--- src/rtl/io_spi_xfer_seq.sv ---
// Purpose: sequences one SPI transaction onto the controller's dma_io register bus (program, EXEC, poll, buffer I/O).
// Latency: first register write 1 cycle after accept; EXEC polled every POLL_GAP+2 cycles until bit0 clears.
// Backpressure: req_ready only in IDLE; wd consumed only in W_BUF; rd_data held until rd_ready. Option: IO_SPI_SEQ_TIMEOUT_EN.
module io_spi_xfer_seq #(
    parameter int POLL_GAP    = 4,
    parameter int TIMEOUT_CYC = 65535
) (
    input  logic        clk,
    input  logic        rst_n,
    input  logic        req_valid,
    output logic        req_ready,
    input  logic        req_rw,
    input  logic        req_csn,
    input  logic [2:0]  req_cmd_len,
    input  logic [31:0] req_cmd_val,
    input  logic [4:0]  req_dat_len,
    input  logic        wd_valid,
    output logic        wd_ready,
    input  logic [31:0] wd_data,
    output logic        rd_valid,
    input  logic        rd_ready,
    output logic [31:0] rd_data,
    output logic        done,
    output logic        err,
    output logic        dma_io_we,
    output logic [13:0] dma_io_wadr,
    output logic [31:0] dma_io_wdata,
    output logic        dma_io_radr_en,
    output logic [13:0] dma_io_radr,
    input  logic [31:0] dma_io_rdata
);
    localparam logic [13:0] ADR_EXEC = 14'h3C80;
    localparam logic [13:0] ADR_COML = 14'h3C83;
    localparam logic [13:0] ADR_COMV = 14'h3C84;
    localparam logic [13:0] ADR_DATL = 14'h3C85;
    localparam logic [13:0] ADR_BUF  = 14'h3C88;
    localparam logic [3:0]  GAP_LAST = 4'(POLL_GAP - 1);

    typedef enum logic [3:0] {
        S_IDLE, S_W_COML, S_W_COMV, S_W_DATL, S_W_BUF, S_W_EXEC, S_POLL_RD,
        S_POLL_CHK, S_POLL_GAP, S_R_ADR, S_R_CAP, S_R_OUT, S_W_ABORT, S_DONE
    } state_t;

    state_t      state_q, state_d;
    logic        rw_q, rw_d;
    logic        csn_q, csn_d;
    logic [2:0]  cmd_len_q, cmd_len_d;
    logic [31:0] cmd_val_q, cmd_val_d;
    logic [4:0]  dat_len_q, dat_len_d;
    logic [2:0]  nw_q, nw_d;
    logic [1:0]  idx_q, idx_d;
    logic [3:0]  gap_q, gap_d;
    logic [31:0] rd_dat_q, rd_dat_d;
    logic [4:0]  dl_clamp;
    logic        last_word;
    logic        tmo_hit;

    assign dl_clamp  = (req_dat_len > 5'd16) ? 5'd16 : req_dat_len;
    assign last_word = ({1'b0, idx_q} == (nw_q - 3'd1));
    assign rd_data   = rd_dat_q;

`ifdef IO_SPI_SEQ_TIMEOUT_EN
    logic        in_poll;
    logic [15:0] tmo_q, tmo_d;
    logic        err_q, err_d;

    assign in_poll = (state_q == S_POLL_RD) || (state_q == S_POLL_CHK) || (state_q == S_POLL_GAP);
    assign tmo_hit = in_poll && (tmo_q == 16'(TIMEOUT_CYC));
    assign err     = (state_q == S_DONE) && err_q;

    // Count poll-phase cycles since EXEC was written and remember an abort until DONE.
    always_comb begin
        tmo_d = tmo_q;
        err_d = err_q;
        if (state_q == S_W_EXEC) begin
            tmo_d = '0;
        end else if (in_poll && !tmo_hit) begin
            tmo_d = tmo_q + 16'd1;
        end
        if (state_q == S_IDLE) begin
            err_d = 1'b0;
        end else if (state_q == S_W_ABORT) begin
            err_d = 1'b1;
        end
    end

    // Timeout counter and abort flag registers.
    always_ff @(posedge clk) begin
        if (!rst_n) begin
            tmo_q <= '0;
            err_q <= 1'b0;
        end else begin
            tmo_q <= tmo_d;
            err_q <= err_d;
        end
    end
`else
    localparam int unused_timeout_cyc = TIMEOUT_CYC;
    assign tmo_hit = 1'b0;
    assign err     = 1'b0;
`endif

    // Next-state, latched request fields and bus strobes; one bus access per state at most.
    always_comb begin
        state_d        = state_q;
        rw_d           = rw_q;
        csn_d          = csn_q;
        cmd_len_d      = cmd_len_q;
        cmd_val_d      = cmd_val_q;
        dat_len_d      = dat_len_q;
        nw_d           = nw_q;
        idx_d          = idx_q;
        gap_d          = gap_q;
        rd_dat_d       = rd_dat_q;
        req_ready      = 1'b0;
        wd_ready       = 1'b0;
        rd_valid       = 1'b0;
        done           = 1'b0;
        dma_io_we      = 1'b0;
        dma_io_wadr    = '0;
        dma_io_wdata   = '0;
        dma_io_radr_en = 1'b0;
        dma_io_radr    = '0;
        case (state_q)
            S_IDLE: begin
                req_ready = 1'b1;
                if (req_valid) begin
                    rw_d      = req_rw;
                    csn_d     = req_csn;
                    cmd_len_d = req_cmd_len;
                    cmd_val_d = req_cmd_val;
                    dat_len_d = dl_clamp;
                    nw_d      = dl_clamp[4:2] + {2'b00, |dl_clamp[1:0]};
                    idx_d     = '0;
                    state_d   = S_W_COML;
                end
            end
            S_W_COML: begin
                dma_io_we    = 1'b1;
                dma_io_wadr  = ADR_COML;
                dma_io_wdata = {29'd0, cmd_len_q};
                state_d      = S_W_COMV;
            end
            S_W_COMV: begin
                dma_io_we    = 1'b1;
                dma_io_wadr  = ADR_COMV;
                dma_io_wdata = cmd_val_q;
                state_d      = S_W_DATL;
            end
            S_W_DATL: begin
                dma_io_we    = 1'b1;
                dma_io_wadr  = ADR_DATL;
                dma_io_wdata = {27'd0, dat_len_q};
                state_d      = (rw_q && (nw_q != 3'd0)) ? S_W_BUF : S_W_EXEC;
            end
            S_W_BUF: begin
                wd_ready = 1'b1;
                if (wd_valid) begin
                    dma_io_we    = 1'b1;
                    dma_io_wadr  = ADR_BUF + {12'd0, idx_q};
                    dma_io_wdata = wd_data;
                    if (last_word) begin
                        idx_d   = '0;
                        state_d = S_W_EXEC;
                    end else begin
                        idx_d = idx_q + 2'd1;
                    end
                end
            end
            S_W_EXEC: begin
                dma_io_we    = 1'b1;
                dma_io_wadr  = ADR_EXEC;
                dma_io_wdata = {28'd0, csn_q, 1'b0, rw_q, 1'b1};
                state_d      = S_POLL_RD;
            end
            S_POLL_RD: begin
                dma_io_radr_en = 1'b1;
                dma_io_radr    = ADR_EXEC;
                state_d        = tmo_hit ? S_W_ABORT : S_POLL_CHK;
            end
            S_POLL_CHK: begin
                // A busy read right after EXEC just means the controller has not picked it up yet.
                if (!dma_io_rdata[0]) begin
                    state_d = (!rw_q && (nw_q != 3'd0)) ? S_R_ADR : S_DONE;
                end else if (tmo_hit) begin
                    state_d = S_W_ABORT;
                end else if (POLL_GAP == 0) begin
                    state_d = S_POLL_RD;
                end else begin
                    gap_d   = '0;
                    state_d = S_POLL_GAP;
                end
            end
            S_POLL_GAP: begin
                if (tmo_hit) begin
                    state_d = S_W_ABORT;
                end else if (gap_q == GAP_LAST) begin
                    state_d = S_POLL_RD;
                end else begin
                    gap_d = gap_q + 4'd1;
                end
            end
            S_R_ADR: begin
                dma_io_radr_en = 1'b1;
                dma_io_radr    = ADR_BUF + {12'd0, idx_q};
                state_d        = S_R_CAP;
            end
            S_R_CAP: begin
                rd_dat_d = dma_io_rdata;
                state_d  = S_R_OUT;
            end
            S_R_OUT: begin
                rd_valid = 1'b1;
                if (rd_ready) begin
                    if (last_word) begin
                        idx_d   = '0;
                        state_d = S_DONE;
                    end else begin
                        idx_d   = idx_q + 2'd1;
                        state_d = S_R_ADR;
                    end
                end
            end
            S_W_ABORT: begin
                dma_io_we    = 1'b1;
                dma_io_wadr  = ADR_EXEC;
                dma_io_wdata = 32'd0;
                state_d      = S_DONE;
            end
            S_DONE: begin
                done    = 1'b1;
                state_d = S_IDLE;
            end
            default: state_d = S_IDLE;
        endcase
    end

    // State and datapath registers.
    always_ff @(posedge clk) begin
        if (!rst_n) begin
            state_q   <= S_IDLE;
            rw_q      <= 1'b0;
            csn_q     <= 1'b0;
            cmd_len_q <= '0;
            cmd_val_q <= '0;
            dat_len_q <= '0;
            nw_q      <= '0;
            idx_q     <= '0;
            gap_q     <= '0;
            rd_dat_q  <= '0;
        end else begin
            state_q   <= state_d;
            rw_q      <= rw_d;
            csn_q     <= csn_d;
            cmd_len_q <= cmd_len_d;
            cmd_val_q <= cmd_val_d;
            dat_len_q <= dat_len_d;
            nw_q      <= nw_d;
            idx_q     <= idx_d;
            gap_q     <= gap_d;
            rd_dat_q  <= rd_dat_d;
        end
    end
endmodule

--- config.mk ---
export PLATFORM = sky130hd
export DESIGN_NAME = io_spi_xfer_seq
export DESIGN_NICKNAME = d
export VERILOG_FILES = /design/src/rtl/io_spi_xfer_seq.sv
export SDC_FILE = /design/constraint.sdc
export NUM_CORES = 1
export LEC_CHECK = 0
export ABC_CLOCK_PERIOD_IN_PS = 4200
export CAP_MARGIN = 20
export CORE_UTILIZATION = 35
export DETAILED_ROUTE_END_ITERATION = 12
export PLACE_DENSITY_LB_ADDON = 0.05
export SLEW_MARGIN = 30
export SYNTH_ARGS = -nofsm -noshare
export SYNTH_HDL_FRONTEND = slang
export SYNTH_SLANG_ARGS = --single-unit
--- constraint.sdc ---
create_clock -name clk -period 4.2 [get_ports clk]
set_input_delay 1.05 -clock clk [delete_from_list [all_inputs] [get_ports clk]]
set_output_delay 1.05 -clock clk [all_outputs]
set_load 0.01 [all_outputs]
---- Yosys cells after proc, flatten, opt, wreduce, memory -nomap -nowiden ----
Cells that the tools add are included.
cells by class
  shift operators ......................... 0
  div/mod/pow operators ................... 0
  bitwise gates (word level) .............. 0
  add/subtract/negate cells ............... 5
  mux-type cells .......................... 31
  $lt $le $gt $ge ......................... 1
  multipliers ............................. 0
  equal/unequal tests ..................... 22
  reductions and logical operators ........ 15
operator list
  kind                                                                   count
  32-bit case mux with 5 select lines                                    1
  14-bit case mux with 5 select lines                                    1
  4-bit case mux with 13 select lines                                    1
  32-bit two-way mux                                                     1
  4-bit two-way mux                                                      7
  14-bit case mux with 2 select lines                                    1
  4-bit equality test, second input constant                             6
  4-bit by 3-bit equality test with 1-bit output, second input constant  4
  14-bit two-way mux                                                     1
  2-bit inequality test, second input constant                           7
  11-bit by 3-bit adder with 12-bit output, first input constant         1
  4-bit by 2-bit equality test with 1-bit output, second input constant  3
  3-bit two-way mux                                                      3
  2-bit two-way mux                                                      4
  4-bit case mux with 2 select lines                                     1
  1-bit two-way mux                                                      7
  2-bit case mux with 3 select lines                                     1
  3-bit nonzero test                                                     2
  2-bit OR reduction                                                     3
  5-bit > comparator, second input constant                              1
  5-bit two-way mux                                                      1
  5-bit AND reduction                                                    1
  5-bit OR reduction                                                     1
  4-bit by 1-bit adder with 4-bit output, second input constant          1
  13 further kinds                                                       14
storage, ports and cells
  output and inout bits ................... 99
  memories kept ........................... 0
  flip-flop bits (word level) ............. 87
  bits in latches ......................... 0
  RAM bits ................................ 0
  memory bits (read-only) ................. 0

---- Logic depth before layout (Yosys ltp) ----
Gate-level depths: netlist of run 1.
  depth in word-level cells ............... 5
  gate-level depth with buffers ........... 7
  depth with buffers taken out ............ 7

---- Least setup slack after synthesis of run 1 ----
Ideal clock, no wire load.
  path kind ............................... input-to-output
  from .................................... input wd_valid
  to ...................................... output dma_io_wadr[10]
  path slack .............................. 1.196 ns
  data required time ...................... 3.150 ns
  buffers on the path ..................... 1
  data arrival time ....................... 1.954 ns
  stages on the path ...................... 5
  cell sequence ........................... a21oi_1 -> nor2_1 -> a31oi_1 -> o21ai_0 -> buf_4
between the ends
  cells in the longest elaborated chain, start to end .. 2
ends and longest elaborated chain
  item                                 line  text
  start, declared                      17    input logic wd_valid,
  14-bit two-way mux                   158   if (wd_valid) begin
  14-bit case mux with 5 select lines  124   case (state_q)
  end, declared                        26    output logic [13:0] dma_io_wadr,
Every way passes these cells.

---- Final worst setup path of run 1 ----
  from .................................... input wd_valid
  to ...................................... output dma_io_wadr[7]
The elaborated chain is that of the path after synthesis.

==> results of run 1 <==
==> critical path, stage by stage <==
cell and delay, ps:
clkdlybuf4s50_1 530, a21oi_1 90, nor2_1 110, a31oi_1 60
o21ai_0 450, clkdlybuf4s50_1 640
==> cell usage after synthesis, types with 6 or more instances <==
cell type / instances / area [um^2]
inv_1: 11 / 41.3
a22o_1: 30 / 263
nand3_1: 6 / 30.0
buf_2: 18 / 90.1
nor2_1: 13 / 48.8
o21ai_0: 10 / 50.1
nor3_1: 7 / 35.0
nand2_1: 159 / 597
buf_4: 26 / 195
clkbuf_1: 17 / 63.8
a21oi_1: 86 / 430
dfxtp_1: 87 / 1740
==> logic make-up after synthesis <==
logic type	Yosys count	share of synthesized area
AND/OR/NAND/NOR	221	0.237
AO/OA/AOI/OAI	147	0.218
flip-flops	87	0.413
buffers and inverters	73	0.0951
multiplexers	6	0.0148
adder cells (fa/ha/maj)	5	0.0148
XOR/XNOR	3	0.00623
other	1	0.000888
==> where the power goes <==
part | total (mW) | internal (mW) | switching, mW
Combinational | 1.26 | 0.602 | 0.656
Sequential | 1.03 | 0.932 | 0.101
Clock | 0.836 | 0.499 | 0.337
==> state kept, by name, summed over array words and instances, names as in the netlist <==
signal / flops
rd_data: 32
csn_q: 1
dat_len_q: 5
cmd_val_q: 32
nw_q: 3
state_q: 4
rw_q: 1
idx_q: 2
cmd_len_q: 3
gap_q: 4
==> layer usage <==
metal | vias to the layer above | wire (um)
li1 | 2157 | -
met1 | 1944 | 5750
met2 | 121 | 6480
met3 | 8 | 876
met4 | 0 | 112
met5 | - | 0
==> worst max path at each step <==
stage	startpoint	end	slack (ps)	cells after the start
after detailed placement	wd_valid	dma_io_wadr[11]	230	6
after global placement	wd_valid	dma_io_wadr[11]	320	6
after floorplan	wd_valid	dma_io_wadr[10]	1200	5
final	wd_valid	dma_io_wadr[7]	220	6
after CTS	wd_valid	dma_io_wadr[11]	220	6
after global routing	wd_valid	dma_io_wadr[7]	40	6
==> layout make-up <==
cell class	count	area (um^2)
fill	1099	5090
sequential	87	1740
clock inverter	5	65.1
inverter	11	41.3
tap	143	179
clock buffer	11	253
multi-input combinational	394	2140
timing repair buffer	206	2050
==> stage by stage <==
step,setup WS (ps),power (mW),area (um^2),hold slack [ps]
floorplan,1200,1.82,4260,428
global placement,318,2.29,6140,436
detailed placement,230,2.32,6150,447
CTS,223,3.16,6470,456
global route,40.2,3.33,6470,468
finish,225,3.13,6470,453
==> results.cfg, run 1 <==
[status]
status = finished with violations
violations = DRC

[die]
core-area_um2 = 11600
start_util = 0.365
num_io_pins = 210
rows = 39
die_y_um = 112
dieArea_um2 = 12500
dieWidth_um = 112

[cells_and_area]
syn_to_final_growth_pct = 53.3
final_nets = 825
antenna_cells = 0
drive_above_1_share = 0.0560
layout_common_cells = clkdlybuf4s50_1, nand2_1, dfxtp_1, a21oi_1, a22o_1
finalCoreUtilization = 0.560
stdcell_count = 857
layout_commonest_cell = clkdlybuf4s50_1

[routing]
drt_iter0_markers = 235
drt-wirelength-per-cell_um = 15.4
drc = 19
vias = 4230
ant_nets = 0
drt-total-wl_um = 13200
vias_per_cell = 4.94
drtPass1Iterations = 9

[timing]
fin_setup_tns_ps = 0
period_minus_slack_ps = 3980
setup_viol = 0
clock_skew_ps = 7.68
worst_pin_slew_ps = 892
min_period_over_period = 0.947
rsz0062_at_grt = no
relSlewSlack = 0.405
fmax_mhz = 252
report.final.slew_viol_count = 0
finalHoldViolations = 0

[global_routing]
gr-max-usage-layer = met2
antenna_found_initial = 0
grt.total_usage = 0.211
use_met1 = 0.270
grt_use_met3 = 0.0403
grt_pass1_wl_um = 21000
gr-total-overflow = 0
met2_usage = 0.362
grt_pass1_vias = 4029
grt_max_degree = 47

[clock_network]
numClockSinks = 87
postCtsSetupRepairBufs = 0
ctsResizeCount = 0
cts-buffers-inserted = 9
cts_root_buf = clkbuf_16
cts.htree.levels = 3
cts_max_path_buffers = 2
worstSkewPairLatency_ps = 330
cts-hold-fix-buffers = 0
clk_pin_slew_ps = 70
cts_tree = built

[logic_synthesis]
synthFlopType = dfxtp_1
synth_area_um2 = 4220
syn_inst = 543
synth-seq-area-share = 0.413
ys_seq_elements = 87
yosys_warnings = 0
syn_area_per_cell_um2 = 7.77
synth.distinct_cells = 52
ys_async_sr_fraction = 0
synth_enable_flop_cells = 0

[critical_path]
cp_max_fo = 5
reg2reg_depth = 5
crit_type = in -> out
r2r-start = state_q[2]
worstPathRequired_ps = 3150
arrival_ps = 2930
critPathLaunchType = primary input
rrSetupSlack_ps = 1810
reg2reg_to = dat_len_q[0]
cp-end-kind = output pin

[hold_path]
min_to = rd_data[29]
worstHoldStart = rd_data[29]
hp-class = reg -> reg
min_path_cells = 2

[place]
gp_congestion = 0.861
place_inst = 841
dp_hpwl_um = 9490
io_buffers = 197

[power]
ir_drop_uv = 583
powerDensity_nw_per_um2 = 483
leakagePower_nw = 2.35

[run]
drv_cap = 0
Note: power is estimated with default switching activity, not from simulation.
==> inputs of run 2 (changes only) <==
- CORE_UTILIZATION: 35 -> 39
==> results.cfg, run 2 (synthesized netlist as in run 1, its figures left out) <==
[timing]
rsz0062_at_grt = no
period_minus_slack_ps = 3900
report.final.slew_viol_count = 0
worst_pin_slew_ps = 895
min_period_over_period = 0.929
relSlewSlack = 0.401
clock_skew_ps = 11.8
fmax_mhz = 256
setup_viol = 0
fin_setup_tns_ps = 0
finalHoldViolations = 0

[die]
core-area_um2 = 10400
die_y_um = 106
rows = 37
num_io_pins = 210
dieArea_um2 = 11200
dieWidth_um = 106
start_util = 0.405

[cells_and_area]
syn_to_final_growth_pct = 50.1
layout_common_cells = clkdlybuf4s50_1, nand2_1, dfxtp_1, a21oi_1, a22o_1
final_nets = 827
drive_above_1_share = 0.0559
multiInputGateArea_um2 = 2130
regArea_um2 = 1740
fillerInstances = 976
finalCoreUtilization = 0.609
layout_commonest_cell = clkdlybuf4s50_1
antenna_cells = 0
fin_area_um2 = 6340

[critical_path]
worstPathRequired_ps = 3150
arrival_ps = 2850
reg2reg_depth = 5
r2r-start = state_q[0]
critPathLaunchType = primary input
reg2reg_to = nw_q[2]
rrSetupSlack_ps = 2080
crit_type = in -> out
cp-end-kind = output pin
cp_max_fo = 5

[power]
powerDensity_nw_per_um2 = 447
report.power.total_mw = 2.83
leakagePower_nw = 2.29
ir_drop_uv = 402

[routing]
ant_nets = 0
vias = 4283
drt_iter0_markers = 229
vias_per_cell = 5.03
drt-total-wl_um = 12600
drtPass1Iterations = 4
drt-wirelength-per-cell_um = 14.8
drc = 0

[global_routing]
grt_use_met3 = 0.0564
gr-max-usage-layer = met2
use_met1 = 0.277
grt_max_degree = 47
grt_pass1_wl_um = 19900
met2_usage = 0.379
gr-total-overflow = 0
antenna_found_initial = 0
grt.total_usage = 0.224
grt_pass1_vias = 3946

[clock_network]
worstSkewPairLatency_ps = 370
cts-buffers-inserted = 9
cts_tree = built
cts_root_buf = clkbuf_8
cts-hold-fix-buffers = 0
numClockSinks = 87
postCtsSetupRepairBufs = 0
cts_max_path_buffers = 2
cts.htree.levels = 3
ctsResizeCount = 0
clk_pin_slew_ps = 80

[hold_path]
min_path_cells = 2
min_to = dat_len_q[1]
hp-class = reg -> reg
worstHoldStart = dat_len_q[1]

[place]
place_area_um2 = 6170
dp_hpwl_um = 9290
io_buffers = 197
gp_congestion = 0.827

[status]
status = finished clean

[run]
drv_cap = 0
## run 2: final cells by class
type	instances	share of cell area
multi-input combinational	394	0.337
timing repair buffer	208	0.328
sequential	87	0.275
tap	136	0.0268
clock buffer	10	0.0201
clock inverter	6	0.00711
inverter	11	0.00651
## run 2: metrics by stage
stage	worst slack, ps	hold slack (ps)	cells
6_report	298	454	852
5_1_grt	222	480	852
4_1_cts	305	455	852
3_5_place_dp	307	445	836
3_3_place_gp	322	438	836
2_1_floorplan	1200	428	554
## run 2: power by group
group / switching [mW] / internal [mW] / leakage [nW]
clock network: 0.312 / 0.217 / 0.0789
logic: 0.651 / 0.626 / 1.50
registers: 0.0937 / 0.931 / 0.707
total: 1.06 / 1.77 / 2.29
## run 2: how the worst max path moves through the flow
stage / from / end / cells past startpoint
finish: wd_valid / dma_io_wdata[0] / 6
global route: wd_valid / dma_io_wdata[0] / 6
CTS: wd_valid / dma_io_wdata[0] / 6
detailed placement: wd_valid / dma_io_wdata[0] / 6
global placement: wd_valid / dma_io_wdata[0] / 6
floorplan: wd_valid / dma_io_wadr[10] / 5
## run 2: per-layer routing
layer | wire length, um | part of all wire
met5 | 0 | 0
met4 | 193 | 0.015
met3 | 764 | 0.060
met2 | 6160 | 0.49
met1 | 5520 | 0.44
## run 2: worst max-delay path, stage by stage
cell and delay (ps):
clkdlybuf4s50_1 550, and3_1 250, buf_4 170, a22oi_1 60, o21ai_0 150, clkdlybuf4s50_1 620
